### config.mk
export PLATFORM = sky130hd
export DESIGN_NAME = scanout_pipe
export DESIGN_NICKNAME = d
export VERILOG_FILES = /design/src/rtl/video_pkg.sv /design/src/rtl/video_timing.sv /design/src/rtl/scanout_pipe.sv
export SDC_FILE = /design/constraint.sdc
export NUM_CORES = 1
export LEC_CHECK = 0
export ABC_AREA = 1
export ABC_CLOCK_PERIOD_IN_PS = 1670
export CORE_AREA = 5 5 85 87
export DETAILED_ROUTE_END_ITERATION = 8
export DIE_AREA = 0 0 90 92
export PLACE_DENSITY = 0.81
export SYNTH_ARGS = -nofsm -noshare
export SYNTH_HDL_FRONTEND = slang
export SYNTH_SLANG_ARGS = --single-unit
### constraint.sdc
create_clock -name clk -period 1.67 [get_ports clk]
set_input_delay 0.2505 -clock clk [delete_from_list [all_inputs] [get_ports clk]]
set_output_delay 0.2505 -clock clk [all_outputs]
set_load 0.05 [all_outputs]
### src/rtl/video_pkg.sv
// Shared video constants and types for the scanout block.
// Holds the default 640x480 timing, the 2-bit-index colour palette, the border
// colour used outside the 256x256 image window, and the {hc, vc} position struct.
package video_pkg;

  localparam int unsigned H_ACTIVE_DEF = 640;
  localparam int unsigned H_FP_DEF     = 16;
  localparam int unsigned H_SYNC_DEF   = 96;
  localparam int unsigned H_BP_DEF     = 48;
  localparam int unsigned V_ACTIVE_DEF = 480;
  localparam int unsigned V_FP_DEF     = 10;
  localparam int unsigned V_SYNC_DEF   = 2;
  localparam int unsigned V_BP_DEF     = 33;
  localparam int unsigned IMG_X0_DEF   = 192;
  localparam int unsigned IMG_Y0_DEF   = 112;

  // Counter width; wide enough for any sensible total up to 4095.
  localparam int unsigned POS_W = 12;

  localparam logic [23:0] PALETTE [4] = '{24'h102030, 24'hF02010, 24'h20E040, 24'hFFFFFF};
  localparam logic [23:0] BORDER_RGB  = 24'h404040;

  typedef struct packed {
    logic [POS_W-1:0] hc;
    logic [POS_W-1:0] vc;
  } pos_t;

endpackage

### src/rtl/video_timing.sv
// Raster timing generator.
// Owns the horizontal/vertical counters and decodes visible, sync-active and
// frame-start for the current position. All decodes are gated by en, so a
// disabled scan presents an idle position.
// Ports:
//   clk, rst_n   pixel clock, async active-low reset
//   en           scan enable; low holds hc = vc = 0
//   pos          current {hc, vc}
//   visible      hc < H_ACTIVE and vc < V_ACTIVE
//   hs_act       horizontal sync window (active-high, polarity applied later)
//   vs_act       vertical sync window (active-high)
//   frame_start  position (0,0) with en high
module video_timing
  import video_pkg::*;
#(
  parameter int unsigned H_ACTIVE = H_ACTIVE_DEF,
  parameter int unsigned H_FP     = H_FP_DEF,
  parameter int unsigned H_SYNC   = H_SYNC_DEF,
  parameter int unsigned H_BP     = H_BP_DEF,
  parameter int unsigned V_ACTIVE = V_ACTIVE_DEF,
  parameter int unsigned V_FP     = V_FP_DEF,
  parameter int unsigned V_SYNC   = V_SYNC_DEF,
  parameter int unsigned V_BP     = V_BP_DEF
) (
  input  logic clk,
  input  logic rst_n,
  input  logic en,
  output pos_t pos,
  output logic visible,
  output logic hs_act,
  output logic vs_act,
  output logic frame_start
);

  localparam int unsigned H_TOTAL = H_ACTIVE + H_FP + H_SYNC + H_BP;
  localparam int unsigned V_TOTAL = V_ACTIVE + V_FP + V_SYNC + V_BP;

  if (H_TOTAL > (1 << POS_W) || V_TOTAL > (1 << POS_W)) begin : g_bad_total
    $error("video_timing: totals exceed counter width");
  end

  logic [POS_W-1:0] hc, vc;

  always_ff @(posedge clk or negedge rst_n) begin
    if (!rst_n) begin
      hc <= '0;
      vc <= '0;
    end else if (!en) begin
      hc <= '0;
      vc <= '0;
    end else if (hc == POS_W'(H_TOTAL - 1)) begin
      hc <= '0;
      vc <= (vc == POS_W'(V_TOTAL - 1)) ? '0 : vc + 1'b1;
    end else begin
      hc <= hc + 1'b1;
    end
  end

  always_comb begin
    pos         = '{hc: hc, vc: vc};
    visible     = en && (hc < POS_W'(H_ACTIVE)) && (vc < POS_W'(V_ACTIVE));
    hs_act      = en && (hc >= POS_W'(H_ACTIVE + H_FP))
                     && (hc <  POS_W'(H_ACTIVE + H_FP + H_SYNC));
    vs_act      = en && (vc >= POS_W'(V_ACTIVE + V_FP))
                     && (vc <  POS_W'(V_ACTIVE + V_FP + V_SYNC));
    frame_start = en && (hc == '0) && (vc == '0);
  end

endmodule

### src/rtl/scanout_pipe.sv
// Frame-buffer scanout pipeline.
// Windows a 256x256 2-bit image into the visible raster, issues frame-buffer
// reads one stage ahead, maps pixel indices through the palette and delays the
// sync/enable strobes so every output lines up 3 clk after its counter position.
// Ports:
//   clk, rst_n     pixel clock, async active-low reset
//   en             scan enable
//   rd_addr        {img_y, img_x} read address, held while rd_ce is low
//   rd_ce, rd_oce  read / output clock enables (rd_oce tied high)
//   rd_data        palette index, valid one clk after rd_addr/rd_ce
//   hsync, vsync   sync outputs, active level SYNC_POL
//   de             data enable on visible pixels
//   rgb            {R8,G8,B8}
//   frame_start    one-clk pulse aligned with output pixel (0,0)
module scanout_pipe
  import video_pkg::*;
#(
  parameter int unsigned H_ACTIVE = H_ACTIVE_DEF,
  parameter int unsigned H_FP     = H_FP_DEF,
  parameter int unsigned H_SYNC   = H_SYNC_DEF,
  parameter int unsigned H_BP     = H_BP_DEF,
  parameter int unsigned V_ACTIVE = V_ACTIVE_DEF,
  parameter int unsigned V_FP     = V_FP_DEF,
  parameter int unsigned V_SYNC   = V_SYNC_DEF,
  parameter int unsigned V_BP     = V_BP_DEF,
  parameter int unsigned IMG_X0   = IMG_X0_DEF,
  parameter int unsigned IMG_Y0   = IMG_Y0_DEF,
  parameter bit          SYNC_POL = 1'b0
) (
  input  logic        clk,
  input  logic        rst_n,
  input  logic        en,
  output logic [15:0] rd_addr,
  output logic        rd_ce,
  output logic        rd_oce,
  input  logic [1:0]  rd_data,
  output logic        hsync,
  output logic        vsync,
  output logic        de,
  output logic [23:0] rgb,
  output logic        frame_start
);

  if (IMG_X0 + 256 > H_ACTIVE) begin : g_bad_x
    $error("scanout_pipe: IMG_X0 + 256 exceeds H_ACTIVE");
  end
  if (IMG_Y0 + 256 > V_ACTIVE) begin : g_bad_y
    $error("scanout_pipe: IMG_Y0 + 256 exceeds V_ACTIVE");
  end

  pos_t pos;
  logic visible, hs_act, vs_act, fs_act;

  video_timing #(
    .H_ACTIVE (H_ACTIVE),
    .H_FP     (H_FP),
    .H_SYNC   (H_SYNC),
    .H_BP     (H_BP),
    .V_ACTIVE (V_ACTIVE),
    .V_FP     (V_FP),
    .V_SYNC   (V_SYNC),
    .V_BP     (V_BP)
  ) u_timing (
    .clk         (clk),
    .rst_n       (rst_n),
    .en          (en),
    .pos         (pos),
    .visible     (visible),
    .hs_act      (hs_act),
    .vs_act      (vs_act),
    .frame_start (fs_act)
  );

  logic       in_window;
  logic [7:0] img_x, img_y;

  always_comb begin
    in_window = visible
             && (pos.hc >= POS_W'(IMG_X0)) && (pos.hc < POS_W'(IMG_X0 + 256))
             && (pos.vc >= POS_W'(IMG_Y0)) && (pos.vc < POS_W'(IMG_Y0 + 256));
    img_x     = 8'(pos.hc - POS_W'(IMG_X0));
    img_y     = 8'(pos.vc - POS_W'(IMG_Y0));
  end

  // Strobe shift registers: index 0 is stage 1, index 2 drives the outputs.
  // vis/win stop at stage 2 because they only steer the stage-3 colour mux.
  logic [2:0] hs_sr, vs_sr, fs_sr;
  logic [1:0] vis_sr, win_sr;

  always_ff @(posedge clk or negedge rst_n) begin
    if (!rst_n) begin
      rd_addr <= '0;
      rd_ce   <= 1'b0;
      hs_sr   <= '0;
      vs_sr   <= '0;
      fs_sr   <= '0;
      vis_sr  <= '0;
      win_sr  <= '0;
      de      <= 1'b0;
      rgb     <= '0;
    end else begin
      rd_ce <= in_window;
      if (in_window) begin
        rd_addr <= {img_y, img_x};
      end
      hs_sr  <= {hs_sr[1:0], hs_act};
      vs_sr  <= {vs_sr[1:0], vs_act};
      fs_sr  <= {fs_sr[1:0], fs_act};
      vis_sr <= {vis_sr[0], visible};
      win_sr <= {win_sr[0], in_window};
      de     <= vis_sr[1];
      if (win_sr[1]) begin
        rgb <= PALETTE[rd_data];
      end else if (vis_sr[1]) begin
        rgb <= BORDER_RGB;
      end else begin
        rgb <= '0;
      end
    end
  end

  // Sync flags are stored active-high so reset leaves the pins inactive.
  assign hsync       = ~(hs_sr[2] ^ SYNC_POL);
  assign vsync       = ~(vs_sr[2] ^ SYNC_POL);
  assign frame_start = fs_sr[2];
  assign rd_oce      = 1'b1;

endmodule

==> results of run 1 <==
[worst max-delay path: stages, from the launching register on]
cell and delay (ns):
dfrtp_1 0.36, ha_2 0.20, nand3_1 0.13, nor2_2 0.18
nand3_2 0.13, nand2_4 0.13, clkinvlp_4 0.17, nand2_1 0.11
o21ai_1 0.07
[metrics by stage]
stage          utilization [%]  area (um^2)  setup slack [ns]  hold WS, ns
2_1_floorplan                -         3320             0.132      -0.0451
3_3_place_gp              63.5         3980            0.0206        0.287
3_5_place_dp              63.5         3980           -0.0119        0.289
4_1_cts                   67.7         4250            0.0104        0.354
5_1_grt                   70.0         4390           -0.0117        0.362
6_report                  70.0         4390            0.0579        0.352
[placed cells by master (no fill, tap or decap), drive strengths merged, types with 2 or more instances in the layout]
cell | synthesis | layout
nand4 | 8 | 8
buf | 24 | 74
clkinvlp | 0 | 3
xor2 | 7 | 7
dfrtp | 63 | 63
nor3 | 11 | 11
bufinv | 0 | 2
or2 | 2 | 2
nor4 | 3 | 3
clkdlybuf4s50 | 0 | 3
nor2 | 44 | 44
nand3 | 24 | 24
inv | 61 | 63
a21oi | 4 | 4
o21bai | 16 | 16
ha | 13 | 13
clkbuf | 1 | 9
nand2 | 102 | 102
o21ai | 13 | 13
[what timing repair did]
item	CTS	global route
hold buffers	1	0
endpoints found under the hold margin	63	0
pin swaps	1	13
setup endpoints to repair	9	31
gates cloned	0	1
setup buffers	2	2
resized for setup	1	32
[routing by layer]
metal	part of all wire, %	global-route usage, %
met5	0	0
met4	1.5	7.57
met3	6.1	5.16
met2	49	32.9
met1	44	24.5
[final cells by class]
class,count,area share (%)
clock buffer,9,2.82
clock inverter,7,2.33
inverter,61,5.30
multi-input combinational,249,32.7
sequential,63,35.9
tap,77,2.19
timing repair buffer,78,18.6
timing repair inverter,1,0.171
[cells by family (layout without fill, tap and decap cells)]
| logic type | Yosys count | after routing | share of synthesized area, % |
|---|---|---|---|
| adder cells (fa/ha/maj) | 13 | 13 | 4.90 |
| flip-flops | 63 | 63 | 47.5 |
| AND/OR/NAND/NOR | 195 | 195 | 27.0 |
| XOR/XNOR | 7 | 7 | 1.85 |
| buffers and inverters | 86 | 156 | 12.5 |
| other | 1 | 1 | 0.113 |
| AO/OA/AOI/OAI | 33 | 33 | 6.18 |
[sequential cells by signal, summed over array words and instances (netlist names)]
name         cells
de               1
vs_sr            3
u_timing.hc     12
u_timing.vc     12
win_sr           2
rd_addr         16
vis_sr           2
hs_sr            3
rgb              9
fs_sr            3
[path summary, 6_finish.rpt]
| kind | end | slack, ns | cells past startpoint |
|---|---|---|---|
| min reg2reg | vs_sr[2] | 0.35 | 0 |
| max reg2reg | u_timing.vc[8] | 0.06 | 8 |
| max | u_timing.vc[8] | 0.06 | 8 |
| max in group asynchronous | u_timing.vc[0] | 0.95 | 3 |
| min | vs_sr[2] | 0.35 | 0 |
| min in group asynchronous | rgb[14] | 0.43 | 3 |
[report_power, final]
| part | total, mW | switching [mW] | internal, mW |
|---|---|---|---|
| Sequential | 1.55 | 0.00987 | 1.54 |
| Combinational | 0.183 | 0.124 | 0.0588 |
| Clock | 1.55 | 0.693 | 0.858 |
| Total | 3.29 | 0.827 | 2.46 |
==> flow_summary_export.csv, run 1 <==
group,metric,value,unit
global_routing,antenna_found_initial,0,
setup_path,cp-start-kind,"flip-flop",
setup_path,critPathArrivalTime,1.85,ns
logic_synthesis,synth_flop_cell,"dfrtp_1",
logic_synthesis,synth_top_area_share,47.5,%
global_routing,grt-ovfl-total,0,
sta,finalSetupViolCount,0,
cts,htreeDepth,3,
logic_synthesis,async_reset_ff_share,100,%
logic_synthesis,synth_area,3320,um^2
cells_and_area,multi_input_area,1440,um^2
routing,vias_per_cell,5.09,
cts,clock-sinks,63,
cts,cts_max_path_buffers,2,
placed_design,placedCellCount,523,
floorplanning,fp.dieH,92,um
routing,drtIter0Drc,167,
worst_hold_path,hp-class,"reg -> reg",
cells_and_area,insertedDiodeCount,0,
routing,wl,7.92,mm
routing,antenna_left,0,
placed_design,dpl.hpwl,5.48,mm
logic_synthesis,synth_edf_count,0,
routing,drc,0,
logic_synthesis,synthDistinctLibCells,29,
routing,wl_per_cell,14.5,um
global_routing,first_global_vias,2747,
sta,period_minus_slack,1.61,ns
cells_and_area,layout-drive-gt1-share,28.0,%
global_routing,grtUsageTotal,19.7,%
floorplanning,fp.dieArea,8280,um^2
logic_synthesis,ys_ff_latch,63,
floorplanning,initial_core_util,52.9,%
cts,clockRootBuffer,"clkbuf_8",
routing,vias,2773,
logic_synthesis,synth_most_common_cell,"nand2_1",
cells_and_area,seq_area,1580,um^2
sta,setup_tns,0,ns
power,p_leak,2.19,nW
setup_path,path_class,"reg -> reg",
logic_synthesis,synth_largest_area_cell,"dfrtp_1",
logic_synthesis,yosysSeqAreaShare,47.5,%
logic_synthesis,syn_nets,416,
cts,path_clk_slew,0.09,ns
global_routing,grt_pass1_wl,13.2,mm
sta,post-route-period-util,96.5,%
outcome,run_status,"completed",
placed_design,place_congestion,0.956,
setup_path,r2r-start,"u_timing.hc[1]",
cells_and_area,layout-area-overhead-vs-synth,32.3,%
power,power_density,748,nW/um^2
logic_synthesis,yosys_warnings,0,
floorplanning,core_area,6280,um^2
cells_and_area,fill_cells,462,
cells_and_area,fin_cells,545,
placed_design,io_buffers,49,
cells_and_area,nets,481,
logic_synthesis,synthTopCellsByCount,"nand2_1 (99), dfrtp_1 (63), inv_1 (59)",
sta,slew_viol_final,0,
sta,finalHoldViolCount,0,
run,maxCapViolCount,0,
power,vdd_drop_max,621,uV
cts,numCtsBuffers,9,
logic_synthesis,avgSynthCellArea,8.34,um^2
floorplanning,ios,51,
sta,fmax,620,MHz
logic_synthesis,synth_area_leaders,"dfrtp_1 (47%), nand2_1 (11%), inv_1 (6.7%), ha_1 (4.9%), nor2_1 (4.4%)",
cts,tritoncts,"built",
logic_synthesis,syn_inst,398,
worst_hold_path,hold_start,"vs_sr[1]",
cts,clock_latency,0.37,ns
sta,worst_clock_skew,0.0189,ns
global_routing,grt_max_degree,64,
setup_path,cp_max_fo,6,
setup_path,setup.worst_path.start,"u_timing.hc[1]",
setup_path,required,1.91,ns
power,fin_total_pwr,3.29,mW
routing,drtPass1Iterations,4,
floorplanning,rows,29,
floorplanning,chipWidth,90,um
setup_path,end_kind,"flip-flop",
(Power assumes the default switching activity.)
==> run 2, diff against run 1 <==
--- a/config.mk
+++ b/config.mk
@@ -11,6 +11,7 @@
 export DETAILED_ROUTE_END_ITERATION = 8
 export DIE_AREA = 0 0 90 92
 export PLACE_DENSITY = 0.81
+export REMOVE_ABC_BUFFERS = 1
 export SYNTH_ARGS = -nofsm -noshare
 export SYNTH_HDL_FRONTEND = slang
 export SYNTH_SLANG_ARGS = --single-unit
==> run 2 against run 1 <==
Effect of this change:
- the run now ends with setup timing left
- total power shrank 6.1%
- worst setup slack lost 0.065 ns
- worst hold slack about the same
- combinational power rose by 3%
- via count rose by 6.9%
- non-clock buffer count rose by 5
- clock skew is 0.011 ns lower
- sequential power about the same
- sequential share of layout area fell by 0.13 points
- critical endpoint is now rd_addr[4]
- highest routed layer unchanged
==> flow_summary_export.csv, run 2 (synthesis gave the netlist of run 1 again) <==
group,metric,value,unit
outcome,run_status,"complete, but fails checks",
outcome,violations,"setup timing",
routing,drc,0,
global_routing,first_global_vias,2854,
sta,period_minus_slack,1.68,ns
placed_design,io_buffers,49,
setup_path,cp_max_fo,8,
sta,finalSetupViolCount,4,
routing,antenna_left,0,
cells_and_area,regMostFlops,"rd_addr",
cells_and_area,final_cell_area,4410,um^2
setup_path,r2r-start,"u_timing.vc[5]",
cells_and_area,nets,486,
floorplanning,fp.dieH,92,um
cells_and_area,largest_register_ffs,16,
setup_path,end_kind,"flip-flop",
setup_path,critPathArrivalTime,1.92,ns
sta,grt_setup_unrepaired,"yes",
setup_path,setup.worst_path.start,"u_timing.vc[5]",
setup_path,cp-start-kind,"flip-flop",
cells_and_area,insertedDiodeCount,0,
routing,wl_per_cell,15.8,um
routing,vias,2964,
cts,htreeDepth,3,
power,p_leak,2.21,nW
sta,worst_clock_skew,0.00837,ns
placed_design,dpl.hpwl,5.82,mm
cts,tritoncts,"built",
floorplanning,core_area,6280,um^2
cells_and_area,reg_top3,"rd_addr (16), u_timing.hc (12), u_timing.vc (12)",
global_routing,grt-ovfl-total,0,
power,vdd_drop_max,596,uV
power,fin_total_pwr,3.09,mW
routing,vias_per_cell,5.39,
sta,fmax,596,MHz
floorplanning,initial_core_util,52.9,%
sta,slew_viol_final,0,
cells_and_area,layout-drive-gt1-share,29.4,%
cts,path_clk_slew,0.08,ns
floorplanning,fp.dieArea,8280,um^2
floorplanning,rows,29,
placed_design,place_congestion,0.914,
power,power_density,700,nW/um^2
cts,clock_latency,0.35,ns
global_routing,grt_pass1_wl,13.4,mm
cts,clock-sinks,63,
placed_design,dpl-instance-area,3980,um^2
setup_path,required,1.91,ns
sta,setup_tns,-0.0167,ns
cts,cts_max_path_buffers,2,
sta,finalHoldViolCount,0,
worst_hold_path,hp-class,"reg -> reg",
floorplanning,ios,51,
setup_path,path_class,"reg -> reg",
placed_design,post-place-ws,0.0111,ns
global_routing,grt_max_degree,64,
routing,drtPass1Iterations,5,
global_routing,grtUsageTotal,20.2,%
worst_hold_path,hold_start,"hs_sr[0]",
cells_and_area,layout-area-overhead-vs-synth,32.8,%
cells_and_area,layout_commonest_cell,"nand2_1",
routing,drtIter0Drc,255,
sta,post-route-period-util,100,%
cts,clockRootBuffer,"clkbuf_8",
sta,finalWorstSetupSlack,-0.00730,ns
global_routing,antenna_found_initial,0,
floorplanning,chipWidth,90,um
routing,wl,8.71,mm
run,maxCapViolCount,0,
cells_and_area,mostFrequentLayoutCells,"nand2_1 (89), dfrtp_1 (62), buf_4 (57)",
cts,numCtsBuffers,9,
==> run 2: final cells by class <==
cell class / instances / area (um^2)
Clock buffer: 9 / 124
Clock inverter: 7 / 72.6
Fill cell: 433 / 1870
Inverter: 61 / 233
Multi-Input combinational cell: 249 / 1420
Sequential cell: 63 / 1580
Tap cell: 77 / 96.3
Timing Repair Buffer: 83 / 876
Timing Repair inverter: 1 / 7.51
==> run 2: stage by stage <==
step / cells / hold slack, ns / util, %
4_1_cts: 540 / 0.351 / 67.0
3_5_place_dp: 521 / 0.293 / 63.4
2_1_floorplan: 373 / -0.0451 / -
3_3_place_gp: 521 / 0.286 / 63.4
6_report: 550 / 0.352 / 70.3
5_1_grt: 550 / 0.356 / 70.3
==> run 2: path summary, 6_finish.rpt <==
path / endpoint / slack [ns] / depth (start not counted)
worst max-delay path: rd_addr[4] / -0.007 / 10
worst min-delay path: hs_sr[1] / 0.35 / 0
worst max register to register: rd_addr[4] / -0.007 / 10
worst min register to register: hs_sr[1] / 0.35 / 0
max in group asynchronous: u_timing.hc[7] / 0.93 / 3
min in group asynchronous: rd_addr[11] / 0.46 / 3
==> run 2: power breakdown <==
part / total [mW] / internal (mW) / switching [mW]
registers: 1.55 / 1.54 / 0.0103
clock network: 1.34 / 0.691 / 0.653
logic: 0.188 / 0.0588 / 0.129
total: 3.09 / 2.29 / 0.793
==> run 2: per-layer routing <==
| metal | share of wire, % | GRT usage [%] | vias to the layer above |
|---|---|---|---|
| li1 | - | - | 1363 |
| met1 | 40 | 24.5 | 1396 |
| met2 | 47 | 32.3 | 165 |
| met3 | 8.5 | 5.65 | 40 |
| met4 | 4.2 | 11.7 | 0 |
| met5 | 0 | 0 | - |
==> run 2: repair_timing <==
action,in CTS,in global routing
buffers inserted,2,8
pin swaps,0,7
gates cloned,0,2
hold endpoints to repair,63,0
hold buffers,1,0
gates resized for setup,0,35
endpoints found under the setup margin,2,30
==> run 2: critical path, stage by stage, from the launching register on <==
cell       delay (ns)
dfrtp_1          0.45
ha_2             0.23
nand2_2          0.09
nand2_2          0.07
inv_2            0.05
nand2_2          0.04
nand2_2          0.08
nand3_4          0.14
clkbuf_16        0.21
o21bai_1         0.13
nand2_1          0.07
==> run 3, diff against run 2 <==
--- a/config.mk
+++ b/config.mk
@@ -7,6 +7,7 @@
 export LEC_CHECK = 0
 export ABC_AREA = 1
 export ABC_CLOCK_PERIOD_IN_PS = 1670
+export CAP_MARGIN = 20
 export CORE_AREA = 5 5 85 87
 export DETAILED_ROUTE_END_ITERATION = 8
 export DIE_AREA = 0 0 90 92
==> results of run 3 <==
Final layout, timing and power as in run 2 (identical DEF).
